<file path="src/rtl/bus_dev_fifo_bank.sv">
`default_nettype none
// ============================================================================
// Module  : bus_dev_fifo_bank
// Brief   : Bank of per-channel device-side FIFOs between devices and the bus
//           arbiter. Each channel has a TX FIFO (device -> bus) and an RX FIFO
//           (bus -> device), both show-ahead. The bank also reports TX
//           occupancy and keeps sticky overflow/underflow flags.
// Revision: 1.0 - initial release
// ============================================================================

// ----------------------------------------------------------------------------
// bus_dev_fifo : single show-ahead FIFO with occupancy count and sticky
// overflow/underflow flags. Used twice per channel by the bank below.
// ----------------------------------------------------------------------------
module bus_dev_fifo #(
  parameter int WIDTH = 16,
  parameter int DEPTH = 8,
  parameter int CW    = $clog2(DEPTH + 1)
) (
  input  logic             clk,
  input  logic             reset,
  input  logic             wr,
  input  logic [WIDTH-1:0] wdata,
  input  logic             rd,
  input  logic             err_clr,
  output logic [WIDTH-1:0] head,
  output logic [CW-1:0]    count,
  output logic             ovf,
  output logic             udf
);

  localparam int PTRW = $clog2(DEPTH);
  localparam logic [PTRW-1:0] c_ptr_one = PTRW'(1);
  localparam logic [CW-1:0]   c_cnt_one = CW'(1);
  localparam logic [CW-1:0]   c_cnt_max = CW'(DEPTH);

  logic [WIDTH-1:0] r_mem [DEPTH];
  logic [PTRW-1:0]  r_wptr;
  logic [PTRW-1:0]  r_rptr;
  logic [CW-1:0]    r_count;
  logic             r_ovf;
  logic             r_udf;

  logic w_empty;
  logic w_full;
  logic w_do_rd;
  logic w_do_wr;
  logic w_set_ovf;
  logic w_set_udf;

  // A read only takes effect on a non-empty FIFO; a write into a full FIFO is
  // accepted only when a read frees a slot on the same edge.
  assign w_empty   = (r_count == '0);
  assign w_full    = (r_count == c_cnt_max);
  assign w_do_rd   = rd & ~w_empty;
  assign w_do_wr   = wr & (~w_full | w_do_rd);
  assign w_set_ovf = wr & w_full & ~rd;
  assign w_set_udf = rd & w_empty;

  // Pointers and occupancy; pointers are log2(DEPTH) wide and wrap naturally.
  always_ff @(posedge clk or negedge reset) begin
    if (!reset) begin
      r_wptr  <= '0;
      r_rptr  <= '0;
      r_count <= '0;
    end else begin
      if (w_do_wr) r_wptr <= r_wptr + c_ptr_one;
      if (w_do_rd) r_rptr <= r_rptr + c_ptr_one;
      case ({w_do_wr, w_do_rd})
        2'b10:   r_count <= r_count + c_cnt_one;
        2'b01:   r_count <= r_count - c_cnt_one;
        default: r_count <= r_count;
      endcase
    end
  end

  // Storage array; contents need no reset because the head is masked when empty.
  always_ff @(posedge clk) begin
    if (w_do_wr) r_mem[r_wptr] <= wdata;
  end

  // Sticky error flags: a new error on the same edge as a clear keeps the flag set.
  always_ff @(posedge clk or negedge reset) begin
    if (!reset) begin
      r_ovf <= 1'b0;
      r_udf <= 1'b0;
    end else begin
      if (w_set_ovf)    r_ovf <= 1'b1;
      else if (err_clr) r_ovf <= 1'b0;
      if (w_set_udf)    r_udf <= 1'b1;
      else if (err_clr) r_udf <= 1'b0;
    end
  end

  assign head  = w_empty ? '0 : r_mem[r_rptr];
  assign count = r_count;
  assign ovf   = r_ovf;
  assign udf   = r_udf;

endmodule

// ----------------------------------------------------------------------------
// bus_dev_fifo_bank : DRVRS independent channels, each with TX and RX FIFOs.
// ----------------------------------------------------------------------------
module bus_dev_fifo_bank #(
  parameter int DRVRS   = 4,
  parameter int PCKG_SZ = 16,
  parameter int DEPTH   = 8,
  parameter int CW      = $clog2(DEPTH + 1)
) (
  input  logic                     clk,
  input  logic                     reset,
  input  logic [DRVRS-1:0]         wr_en,
  input  logic [DRVRS*PCKG_SZ-1:0] wr_data,
  output logic [DRVRS-1:0]         tx_full,
  output logic [DRVRS*CW-1:0]      tx_count,
  input  logic [DRVRS-1:0]         rd_en,
  output logic [DRVRS*PCKG_SZ-1:0] rd_data,
  output logic [DRVRS-1:0]         rx_empty,
  output logic [DRVRS-1:0]         pndng,
  output logic [DRVRS*PCKG_SZ-1:0] D_pop,
  input  logic [DRVRS-1:0]         pop,
  input  logic [DRVRS-1:0]         push,
  input  logic [DRVRS*PCKG_SZ-1:0] D_push,
  input  logic                     err_clr,
  output logic [DRVRS-1:0]         tx_ovf,
  output logic [DRVRS-1:0]         rx_ovf,
  output logic [DRVRS-1:0]         pop_udf
);

  localparam logic [CW-1:0] c_cnt_max = CW'(DEPTH);

  for (genvar g = 0; g < DRVRS; g++) begin : g_chan
    logic [CW-1:0] w_tx_count;
    logic [CW-1:0] w_rx_count;
    logic          w_tx_udf;
    logic          w_rx_udf;

    bus_dev_fifo #(
      .WIDTH (PCKG_SZ),
      .DEPTH (DEPTH),
      .CW    (CW)
    ) u_tx (
      .clk     (clk),
      .reset   (reset),
      .wr      (wr_en[g]),
      .wdata   (wr_data[g*PCKG_SZ +: PCKG_SZ]),
      .rd      (pop[g]),
      .err_clr (err_clr),
      .head    (D_pop[g*PCKG_SZ +: PCKG_SZ]),
      .count   (w_tx_count),
      .ovf     (tx_ovf[g]),
      .udf     (w_tx_udf)
    );

    bus_dev_fifo #(
      .WIDTH (PCKG_SZ),
      .DEPTH (DEPTH),
      .CW    (CW)
    ) u_rx (
      .clk     (clk),
      .reset   (reset),
      .wr      (push[g]),
      .wdata   (D_push[g*PCKG_SZ +: PCKG_SZ]),
      .rd      (rd_en[g]),
      .err_clr (err_clr),
      .head    (rd_data[g*PCKG_SZ +: PCKG_SZ]),
      .count   (w_rx_count),
      .ovf     (rx_ovf[g]),
      .udf     (w_rx_udf)
    );

    // Status derived purely from registered counts, so no strobe reaches an output.
    assign tx_count[g*CW +: CW] = w_tx_count;
    assign tx_full[g]           = (w_tx_count == c_cnt_max);
    assign pndng[g]             = (w_tx_count != '0);
    assign rx_empty[g]          = (w_rx_count == '0);
    assign pop_udf[g]           = w_tx_udf | w_rx_udf;
  end

endmodule
`default_nettype wire

</file>
<file path="config.mk">
export PLATFORM = sky130hd
export DESIGN_NAME = bus_dev_fifo_bank
export DESIGN_NICKNAME = d
export VERILOG_FILES = /design/src/rtl/bus_dev_fifo_bank.sv
export SDC_FILE = /design/constraint.sdc
export NUM_CORES = 1
export LEC_CHECK = 0
export CAP_MARGIN = 20
export CORE_AREA = 2 2 395 397
export DETAILED_ROUTE_END_ITERATION = 8
export DIE_AREA = 0 0 397 399
export HOLD_SLACK_MARGIN = 0.03
export PLACE_DENSITY = 0.43
export SYNTH_ARGS = -nofsm -noshare
export SYNTH_HDL_FRONTEND = slang
export SYNTH_SLANG_ARGS = --single-unit
export TNS_END_PERCENT = 1
</file>
<file path="constraint.sdc">
create_clock -name clk -period 5.4 [get_ports clk]
set_input_delay 1.08 -clock clk [delete_from_list [all_inputs] [get_ports clk]]
set_output_delay 1.08 -clock clk [all_outputs]
set_load 0.01 [all_outputs]
</file>
==> impl_metrics.json, run 1 <==
{
  "outcome": "complete, no violations",
  "setup_viol": 0,
  "portBuffers": 314,
  "ys_seq_area_frac": 0.7442,
  "leakage_nw": 18.17,
  "maxCapViolCount": 0,
  "synth_edf_count": 1024,
  "globalplace.congestion": 0.7269,
  "worst_pin_slew_ns": 1.052,
  "period_share": 0.8361,
  "synth_cell_types": 57,
  "cts_resized": 0,
  "first_global_vias": 23900,
  "fin_skew_ns": 0.02114,
  "max_freq_mhz": 221.5,
  "clk_pin_slew_ns": 0.06,
  "drc": 0,
  "area_delta_synth_final_pct": 23.40,
  "power_density_nw_per_um2": 565.0,
  "r2r_cells": 8,
  "clockBufferDepth": 3,
  "diodes": 0,
  "grt_max_degree": 65,
  "antenna_found_initial": 22,
  "worst-r2r-setup-slack_ns": 2.66,
  "synthTopCellsByArea": "edfxtp_1 69%, mux4_2 13%, dfrtp_1 5.4%, mux2i_1 3.0%, nor2_1 1.6%",
  "numClockSinks": 1120,
  "final_max_slew_viol_count": 0,
  "synth_seq_cells": 1120,
  "worst_ep_required_time_ns": 4.32,
  "final-hold-violation-count": 0,
  "fin_crit_ns": 4.515,
  "fin_nets": 2837,
  "clk_latency_ns": 0.76,
  "crit_fanout": 24,
  "setup_tns_ns": 0,
  "rsz0062_at_grt": "false",
  "async_reset_ff_frac": 0.08571,
  "wl_per_cell_um": 22.57,
  "synth_area_um2": 44550,
  "hold_path.class": "in -> async",
  "drt_wl_total_um": 108700,
  "layout-drive-gt1-share": 0.2252,
  "rows": 144,
  "hold_ws_ns": 0.3468,
  "htreeDepth": 4,
  "rr_endpoint": "g_chan[2].u_rx.count[2]$_DFFE_PN0P_",
  "detail-route-antenna-nets": 0,
  "grt_usage": 0.1372,
  "io_pins": 315,
  "dr_total_vias": 22366,
  "coreArea_um2": 153700,
  "syn_inst": 2263,
  "cts-buffers-inserted": 133,
  "synth_top_cell_by_area": "edfxtp_1",
  "endpoint_kind": "output port",
  "synthDominantCellAreaShare": 0.6903,
  "drt_pass1_iterations": 5,
  "yosysWarnings": 0,
  "cts_tree": "done",
  "start_kind": "flop",
  "placed_cell_area_um2": 50600,
  "dieHeight_um": 399,
  "post_cts_buffers": 0,
  "ir_worst_vdd_mv": 0.2818,
  "holdBufCountCts": 0,
  "initialDrtViolationCount": 1363,
  "worstReg2RegStart": "g_chan[2].u_rx.count[0]$_DFFE_PN0P_",
  "syn_area_per_cell_um2": 19.68,
  "grt_pass1_wl_um": 159600,
  "grt_overflow_total": 0,
  "design_area_um2": 54970,
  "worstSetupPathType": "reg -> out",
  "start_util": 0.2899,
  "syn_nets": 2434,
  "avgViaCountPerCell": 4.645,
  "root_buffer": "clkbuf_16",
  "hpwl_um": 67020,
  "arrival_ns": 3.44,
  "relSlewSlack": 0.2986,
  "die-area_um2": 158400,
  "ys.flop_type": "edfxtp_1",
  "die_w_um": 397
}
## logic make-up after synthesis
kind of cell / share of synthesized area
AND/OR/NAND/NOR: 0.04090
adder cells (fa/ha/maj): 0.006741
AO/OA/AOI/OAI: 0.01814
XOR/XNOR: 0.008651
flip-flops: 0.7442
buffers and inverters: 0.01677
multiplexers: 0.1646
## layout make-up
class	count	area, um^2
fill	14301	98720
sequential	1120	33170
multi-input combinational	980	10880
timing repair buffer	411	4035
clock buffer	174	3618
tap	2044	2557
clock inverter	66	631.9
inverter	20	75.07
## cells in the final DEF (no fill, tap or decap), types with 35 or more instances in the layout
cell,Yosys,layout
edfxtp_1,1024,1024
clkdlybuf4s50_1,0,313
mux4_2,256,256
nor2_1,185,176
clkbuf_16,0,138
mux2i_1,134,134
buf_4,16,86
dfrtp_1,96,82
nand2_1,55,55
nand2b_1,35,35
## how the worst max path moves through the flow
| stage | from | to | slack (ns) | cells after the start |
|---|---|---|---|---|
| after global routing | g_chan[1].u_rx.r_rptr[0]$_DFFE_PN0N_ | rd_data[21] | 0.54 | 5 |
| after CTS | g_chan[1].u_rx.r_rptr[0]$_DFFE_PN0N_ | rd_data[21] | 0.67 | 5 |
| final | g_chan[1].u_rx.r_rptr[0]$_DFFE_PN0N_ | rd_data[21] | 0.88 | 5 |
| after floorplan | rd_en[0] | g_chan[0].u_rx.r_mem[0][0]$_DFFE_PP_ | 1.77 | 5 |
| after detailed placement | g_chan[1].u_rx.r_rptr[0]$_DFFE_PN0N_ | rd_data[21] | 1.53 | 5 |
| after global placement | g_chan[1].u_rx.r_rptr[0]$_DFFE_PN0N_ | rd_data[21] | 1.54 | 5 |
## cell usage after synthesis, types with 5 or more instances
library cell / n
mux2i_1: 134
mux2_1: 5
buf_1: 14
o21ai_0: 15
nor4_1: 11
or4_1: 6
nand2b_1: 35
clkbuf_1: 58
buf_2: 54
inv_1: 12
nor3_1: 38
a31oi_1: 11
nor2_1: 185
mux4_2: 256
edfxtp_1: 1024
mux2_2: 15
a21oi_1: 22
xnor2_1: 34
inv_2: 8
o2bb2ai_1: 6
nand3_1: 19
a22o_1: 10
nand2_1: 55
nor2b_1: 14
ha_1: 24
or3_1: 9
xor2_1: 10
nand4_1: 5
buf_4: 16
dfrtp_1: 96
a32o_1: 8
## per-stage QoR
step | std cells | util | setup slack (ns) | total power [mW]
5_1_grt | 4815 | 0.3577 | 0.5433 | 32.77
6_report | 4815 | 0.3577 | 0.8850 | 31.06
2_1_floorplan | 2263 | - | 1.767 | 17.93
3_3_place_gp | 4564 | 0.3284 | 1.544 | 22.60
4_1_cts | 4809 | 0.3569 | 0.6743 | 31.73
3_5_place_dp | 4569 | 0.3292 | 1.532 | 22.81
## per-layer routing
metal / track usage / up-vias / wire [um]
met5: 0 / - / 213
met4: 0.04169 / 34 / 2405
met3: 0.04280 / 192 / 6789
met2: 0.2250 / 471 / 52560
met1: 0.1738 / 11716 / 46690
li1: - / 9953 / -
## power breakdown
part	total, mW	switching (mW)	leakage, nW	internal, mW
registers	12.5	1.54	10.5	11.0
logic	9.85	4.66	5.65	5.19
clock network	8.71	3.55	2.05	5.17
total	31.1	9.75	18.2	21.3
## critical path: stages (launching register included)
cell and delay (ns):
dfrtp_2 0.91, buf_4 0.38, mux4_2 0.52, mux2i_1 0.27
nor2_1 0.10, clkdlybuf4s50_1 0.51
## state kept, by name, indices dropped and copies added, names as in the netlist
| register | count |
|---|---|
| g_chan.u_rx.udf | 4 |
| g_chan.u_tx.udf | 4 |
| g_chan.u_tx.r_rptr | 12 |
| g_chan.u_rx.r_mem | 512 |
| g_chan.u_tx.count | 16 |
| g_chan.u_rx.count | 16 |
| g_chan.u_rx.r_rptr | 12 |
| g_chan.u_rx.ovf | 4 |
| g_chan.u_tx.r_wptr | 12 |
| g_chan.u_rx.r_wptr | 12 |
| g_chan.u_tx.ovf | 4 |
| g_chan.u_tx.r_mem | 512 |
Note: power is estimated with default switching activity, not from simulation.
==> run 2, diff against run 1 <==
==> constraint.sdc (replaced) <==
create_clock -name clk -period 4.3 [get_ports clk]
set_input_delay 0.86 -clock clk [delete_from_list [all_inputs] [get_ports clk]]
set_output_delay 0.86 -clock clk [all_outputs]
set_load 0.01 [all_outputs]
==> run 2 against run 1 <==
Against the previous run: core utilization up 0.18 points; sequential cell count unchanged; clock power up 30%; largest cell class unchanged.
==> impl_metrics.json, run 2 (same netlist as run 1, synthesis figures left out) <==
{
  "outcome": "complete, no violations",
  "drt_pass1_iterations": 5,
  "dp_slack_ns": 0.8714,
  "clk_pin_slew_ns": 0.06,
  "area_delta_synth_final_pct": 24.01,
  "setup_tns_ns": 0,
  "io_pins": 315,
  "root_buffer": "clkbuf_16",
  "arrival_ns": 3.20,
  "layout_setup_ws_ns": 0.2429,
  "hpwl_um": 68230,
  "clk_latency_ns": 0.73,
  "maxCapViolCount": 0,
  "grt_overflow_total": 0,
  "rows": 144,
  "clockBufferDepth": 3,
  "final-hold-violation-count": 0,
  "grt_usage": 0.1391,
  "first_global_vias": 24473,
  "holdBufCountCts": 0,
  "grt_pass1_wl_um": 162700,
  "cts-buffers-inserted": 134,
  "start_kind": "flop",
  "globalplace.congestion": 0.7298,
  "fin_skew_ns": 0.01914,
  "setup_viol": 0,
  "cts_tree": "done",
  "rsz0062_at_grt": "false",
  "start_util": 0.2899,
  "final_cell_mix": "1024 x edfxtp_1, 313 x clkdlybuf4s50_1, 256 x mux4_2, 182 x nor2_1, 138 x clkbuf_16",
  "design_area_um2": 55240,
  "power_density_nw_per_um2": 713.8,
  "layout_commonest_cell": "edfxtp_1",
  "fin_nets": 2863,
  "largestRegisters": "g_chan.u_rx.r_mem x512, g_chan.u_tx.r_mem x512",
  "numClockSinks": 1120,
  "portBuffers": 314,
  "coreArea_um2": 153700,
  "initialDrtViolationCount": 1467,
  "worst_pin_slew_ns": 0.9955,
  "grt_max_degree": 69,
  "worstSetupPathType": "reg -> out",
  "htreeDepth": 4,
  "fin_crit_ns": 4.057,
  "max_freq_mhz": 246.5,
  "wl_per_cell_um": 22.76,
  "avgViaCountPerCell": 4.691,
  "dr_total_vias": 22700,
  "detail-route-antenna-nets": 0,
  "post_cts_buffers": 0,
  "dieHeight_um": 399,
  "antenna_found_initial": 21,
  "ir_worst_vdd_mv": 0.3780,
  "hold_path.class": "in -> async",
  "period_share": 0.9435,
  "relSlewSlack": 0.3363,
  "fillers": 14242,
  "die-area_um2": 158400,
  "leakage_nw": 18.36,
  "endpoint_kind": "output port",
  "die_w_um": 397,
  "final_max_slew_viol_count": 0,
  "drc": 0,
  "crit_fanout": 21,
  "worst_ep_required_time_ns": 3.44,
  "layout-drive-gt1-share": 0.2327,
  "placed_cell_area_um2": 50830,
  "cts_resized": 0,
  "drt_wl_total_um": 110100
}
[run 2: changes by cell type in the layout (fill, tap and decap cells not counted), moves of 8 or more]
cell and delta:
buf_12 +11, nor3_2 +8, nor3_4 -8, buf_4 +24
clkbuf_1 -10
[run 2: final timing paths]
kind / from / endpoint / slack [ns] / cells after the start
setup / recovery: g_chan[1].u_rx.count[1]$_DFFE_PN0P_ / rd_data[30] / 0.24 / 4
hold / removal: reset / g_chan[2].u_rx.udf$_DFFE_PN0P_ / 0.14 / 1
setup reg to reg: g_chan[1].u_rx.count[1]$_DFFE_PN0P_ / g_chan[1].u_rx.count[1]$_DFFE_PN0P_ / 1.58 / 7
hold reg to reg: g_chan[3].u_tx.r_wptr[2]$_DFFE_PN0P_ / g_chan[3].u_tx.r_wptr[2]$_DFFE_PN0P_ / 0.50 / 1
max in group asynchronous: reset / g_chan[1].u_tx.r_rptr[0]$_DFFE_PN0N_ / 3.29 / 2
min in group clk: g_chan[3].u_tx.r_wptr[2]$_DFFE_PN0P_ / g_chan[3].u_tx.r_wptr[2]$_DFFE_PN0P_ / 0.50 / 1
[run 2: where the power goes]
group	leakage, nW	internal (mW)	switching (mW)	total, mW
logic	5.75	6.59	6.35	12.9
clock network	2.14	6.81	4.48	11.3
registers	10.5	13.8	1.45	15.2
[run 2: area by class of cell]
type / instances / area, um^2 / share of cell area
Sequential cell: 1120 / 33160 / 0.6003
Tap cell: 2044 / 2557 / 0.04630
Multi-Input combinational cell: 980 / 10820 / 0.1959
Clock buffer: 169 / 3650 / 0.06607
Timing Repair Buffer: 436 / 4210 / 0.07622
Antenna cell: 2 / 5.005 / 0.00009060
Clock inverter: 68 / 762.0 / 0.01379
Inverter: 20 / 75.07 / 0.001359
[run 2: per-stage QoR]
stage | hold slack [ns] | power [mW] | util | cells
2_1_floorplan | 0.4560 | 22.51 | - | 2263
3_3_place_gp | 0.4717 | 28.53 | 0.3307 | 4600
3_5_place_dp | 0.4892 | 28.78 | 0.3307 | 4600
4_1_cts | 0.1377 | 40.35 | 0.3594 | 4837
5_1_grt | 0.1738 | 41.62 | 0.3594 | 4837
6_report | 0.1412 | 39.43 | 0.3594 | 4839
[run 2: critical path: stages, from the launching register on]
cell and delay [ns]:
dfrtp_1 0.48, or4_1 0.64, inv_2 0.47, nor2_1 0.32, clkdlybuf4s50_1 0.56
[run 2: layer usage]
layer / global-route usage / wire, um
met1: 0.1802 / 47600
met2: 0.2305 / 53610
met3: 0.03445 / 6029
met4: 0.04203 / 2734
met5: 0 / 157
==> run 3, diff against run 2 <==
--- a/config.mk
+++ b/config.mk
@@ -6,11 +6,13 @@
 export NUM_CORES = 1
 export LEC_CHECK = 0
 export CAP_MARGIN = 20
+export CELL_PAD_IN_SITES_DETAIL_PLACEMENT = 1
+export CELL_PAD_IN_SITES_GLOBAL_PLACEMENT = 2
 export CORE_AREA = 2 2 395 397
 export DETAILED_ROUTE_END_ITERATION = 8
 export DIE_AREA = 0 0 397 399
 export HOLD_SLACK_MARGIN = 0.03
-export PLACE_DENSITY = 0.43
+export PLACE_DENSITY = 0.53
 export SYNTH_ARGS = -nofsm -noshare
 export SYNTH_HDL_FRONTEND = slang
 export SYNTH_SLANG_ARGS = --single-unit
==> run 3 against run 2 <==
Against the previous run: worst setup slack gained 0.037 ns; sequential power is essentially flat; via count shrank 0.22%; clock power is essentially flat; worst hold slack gained 0.00050 ns; sequential share of layout area grew 0.18 points; wire length grew 1.7%; sequential cell count is the same; combinational power is essentially flat; clock skew grew 0.0072 ns; count of clock-buffer cells in the layout shrank 2; final cell count is essentially flat; critical path type unchanged; highest routed layer unchanged.
==> impl_metrics.json, run 3 (same netlist as run 1, synthesis figures left out) <==
{
  "worst_ep_required_time_ns": 3.44,
  "clk_pin_slew_ns": 0.06,
  "drt_pass1_iterations": 5,
  "coreArea_um2": 153700,
  "holdBufCountCts": 0,
  "endpoint_kind": "output port",
  "setup_viol": 0,
  "portBuffers": 314,
  "area_delta_synth_final_pct": 23.64,
  "crit_fanout": 17,
  "layout_setup_ws_ns": 0.2797,
  "clockBufferDepth": 3,
  "globalplace.congestion": 0.7062,
  "initialDrtViolationCount": 1166,
  "largestRegisters": "g_chan.u_rx.r_mem x512, g_chan.u_tx.r_mem x512",
  "dp_slack_ns": 0.9224,
  "hold_path.class": "in -> async",
  "hpwl_um": 69980,
  "arrival_ns": 3.16,
  "power_density_nw_per_um2": 711.4,
  "numClockSinks": 1120,
  "grt_usage": 0.1423,
  "cts_tree": "done",
  "crit_chain": "mux4_2, mux2i_1, nor2_1, clkdlybuf4s50_1",
  "grt_max_degree": 68,
  "dieHeight_um": 399,
  "grt_overflow_total": 0,
  "cts-buffers-inserted": 132,
  "first_global_vias": 25247,
  "final_cell_mix": "1024 x edfxtp_1, 313 x clkdlybuf4s50_1, 256 x mux4_2, 185 x nor2_1",
  "fin_crit_ns": 4.020,
  "worstSetupPathType": "reg -> out",
  "rows": 144,
  "start_util": 0.2899,
  "ir_worst_vdd_mv": 0.3574,
  "fin_skew_ns": 0.02630,
  "root_buffer": "clkbuf_16",
  "drc": 0,
  "final-hold-violation-count": 0,
  "crit_slowest_cell": "dfrtp_1",
  "leakage_nw": 18.27,
  "layout_commonest_cell": "edfxtp_1",
  "maxCapViolCount": 0,
  "dr_total_vias": 22650,
  "setup_tns_ns": 0,
  "max_freq_mhz": 248.7,
  "drt_wl_total_um": 112000,
  "outcome": "complete, no violations",
  "detail-route-antenna-nets": 0,
  "layout-drive-gt1-share": 0.2295,
  "antenna_found_initial": 19,
  "final_max_slew_viol_count": 0,
  "worst_pin_slew_ns": 0.8965,
  "fin_nets": 2855,
  "grt_pass1_wl_um": 167300,
  "rsz0062_at_grt": "false",
  "period_share": 0.9350,
  "slowest_delay_ns": 0.90,
  "die_w_um": 397,
  "io_pins": 315,
  "start_kind": "flop",
  "avgViaCountPerCell": 4.677,
  "die-area_um2": 158400,
  "clk_latency_ns": 0.77,
  "htreeDepth": 4,
  "wl_per_cell_um": 23.13,
  "relSlewSlack": 0.3852
}
-- run 3: layout make-up --
class	instances	area, um^2
clock inverters	76	789.5
well taps	2044	2557
clock buffers	167	3537
repair buffers	430	4128
multi-input cells	980	10810
fillers	15164	98610
diodes	6	15.01
flip-flops and latches	1120	33170
inverters	20	75.07
-- run 3: per-layer routing --
| layer | up-vias | wire, um | GRT usage |
|---|---|---|---|
| li1 | 9987 | - | - |
| met1 | 12032 | 48340 | 0.1806 |
| met2 | 448 | 54890 | 0.2350 |
| met3 | 173 | 6028 | 0.03918 |
| met4 | 10 | 2703 | 0.04739 |
| met5 | - | 60 | 0 |
-- run 3: worst paths after layout --
check,startpoint,endpoint,slack (ns),cells past startpoint
min reg2reg,g_chan[3].u_rx.r_wptr[2]$_DFFE_PN0P_,g_chan[3].u_rx.r_wptr[2]$_DFFE_PN0P_,0.50,1
min,reset,g_chan[2].u_tx.count[2]$_DFFE_PN0P_,0.14,1
max reg2reg,g_chan[1].u_rx.count[1]$_DFFE_PN0P_,g_chan[1].u_rx.count[2]$_DFFE_PN0P_,1.56,8
max,g_chan[3].u_tx.r_rptr[1]$_DFFE_PN0N_,D_pop[50],0.28,4
min in group clk,g_chan[3].u_rx.r_wptr[2]$_DFFE_PN0P_,g_chan[3].u_rx.r_wptr[2]$_DFFE_PN0P_,0.50,1
max in group asynchronous,reset,g_chan[0].u_tx.r_rptr[0]$_DFFE_PN0N_,3.37,2
-- run 3: timing repair --
action	4_1_cts	5_1_grt
setup buffers	0	0
gates resized for setup	0	1
setup endpoints to repair	0	1
endpoints found under the hold margin	0	0
-- run 3: power by group --
group | internal (mW) | switching (mW) | leakage [nW]
Combinational | 6.59 | 6.28 | 5.72
Sequential | 13.8 | 1.54 | 10.5
Clock | 6.43 | 4.57 | 2.09
-- run 3: worst max-delay path: cells and delay by family (launching register included) --
| family | cells | cell delay (ns) |
|---|---|---|
| buffers and inverters | 1 | 0.64 |
| muxes | 2 | 0.44 |
| and+or+nand+nor | 1 | 0.42 |
| DFF | 1 | 0.90 |
-- run 3: through the flow --
| step | util | total power, mW | area [um^2] | std cells | hold WS, ns |
|---|---|---|---|---|---|
| 2_1_floorplan | - | 22.51 | 44550 | 2263 | 0.4560 |
| 3_3_place_gp | 0.3301 | 28.62 | 50730 | 4594 | 0.4845 |
| 3_5_place_dp | 0.3301 | 28.84 | 50730 | 4594 | 0.4879 |
| 4_1_cts | 0.3583 | 40.13 | 55060 | 4837 | 0.1131 |
| 5_1_grt | 0.3584 | 41.39 | 55070 | 4841 | 0.1403 |
| 6_report | 0.3584 | 39.18 | 55080 | 4843 | 0.1417 |
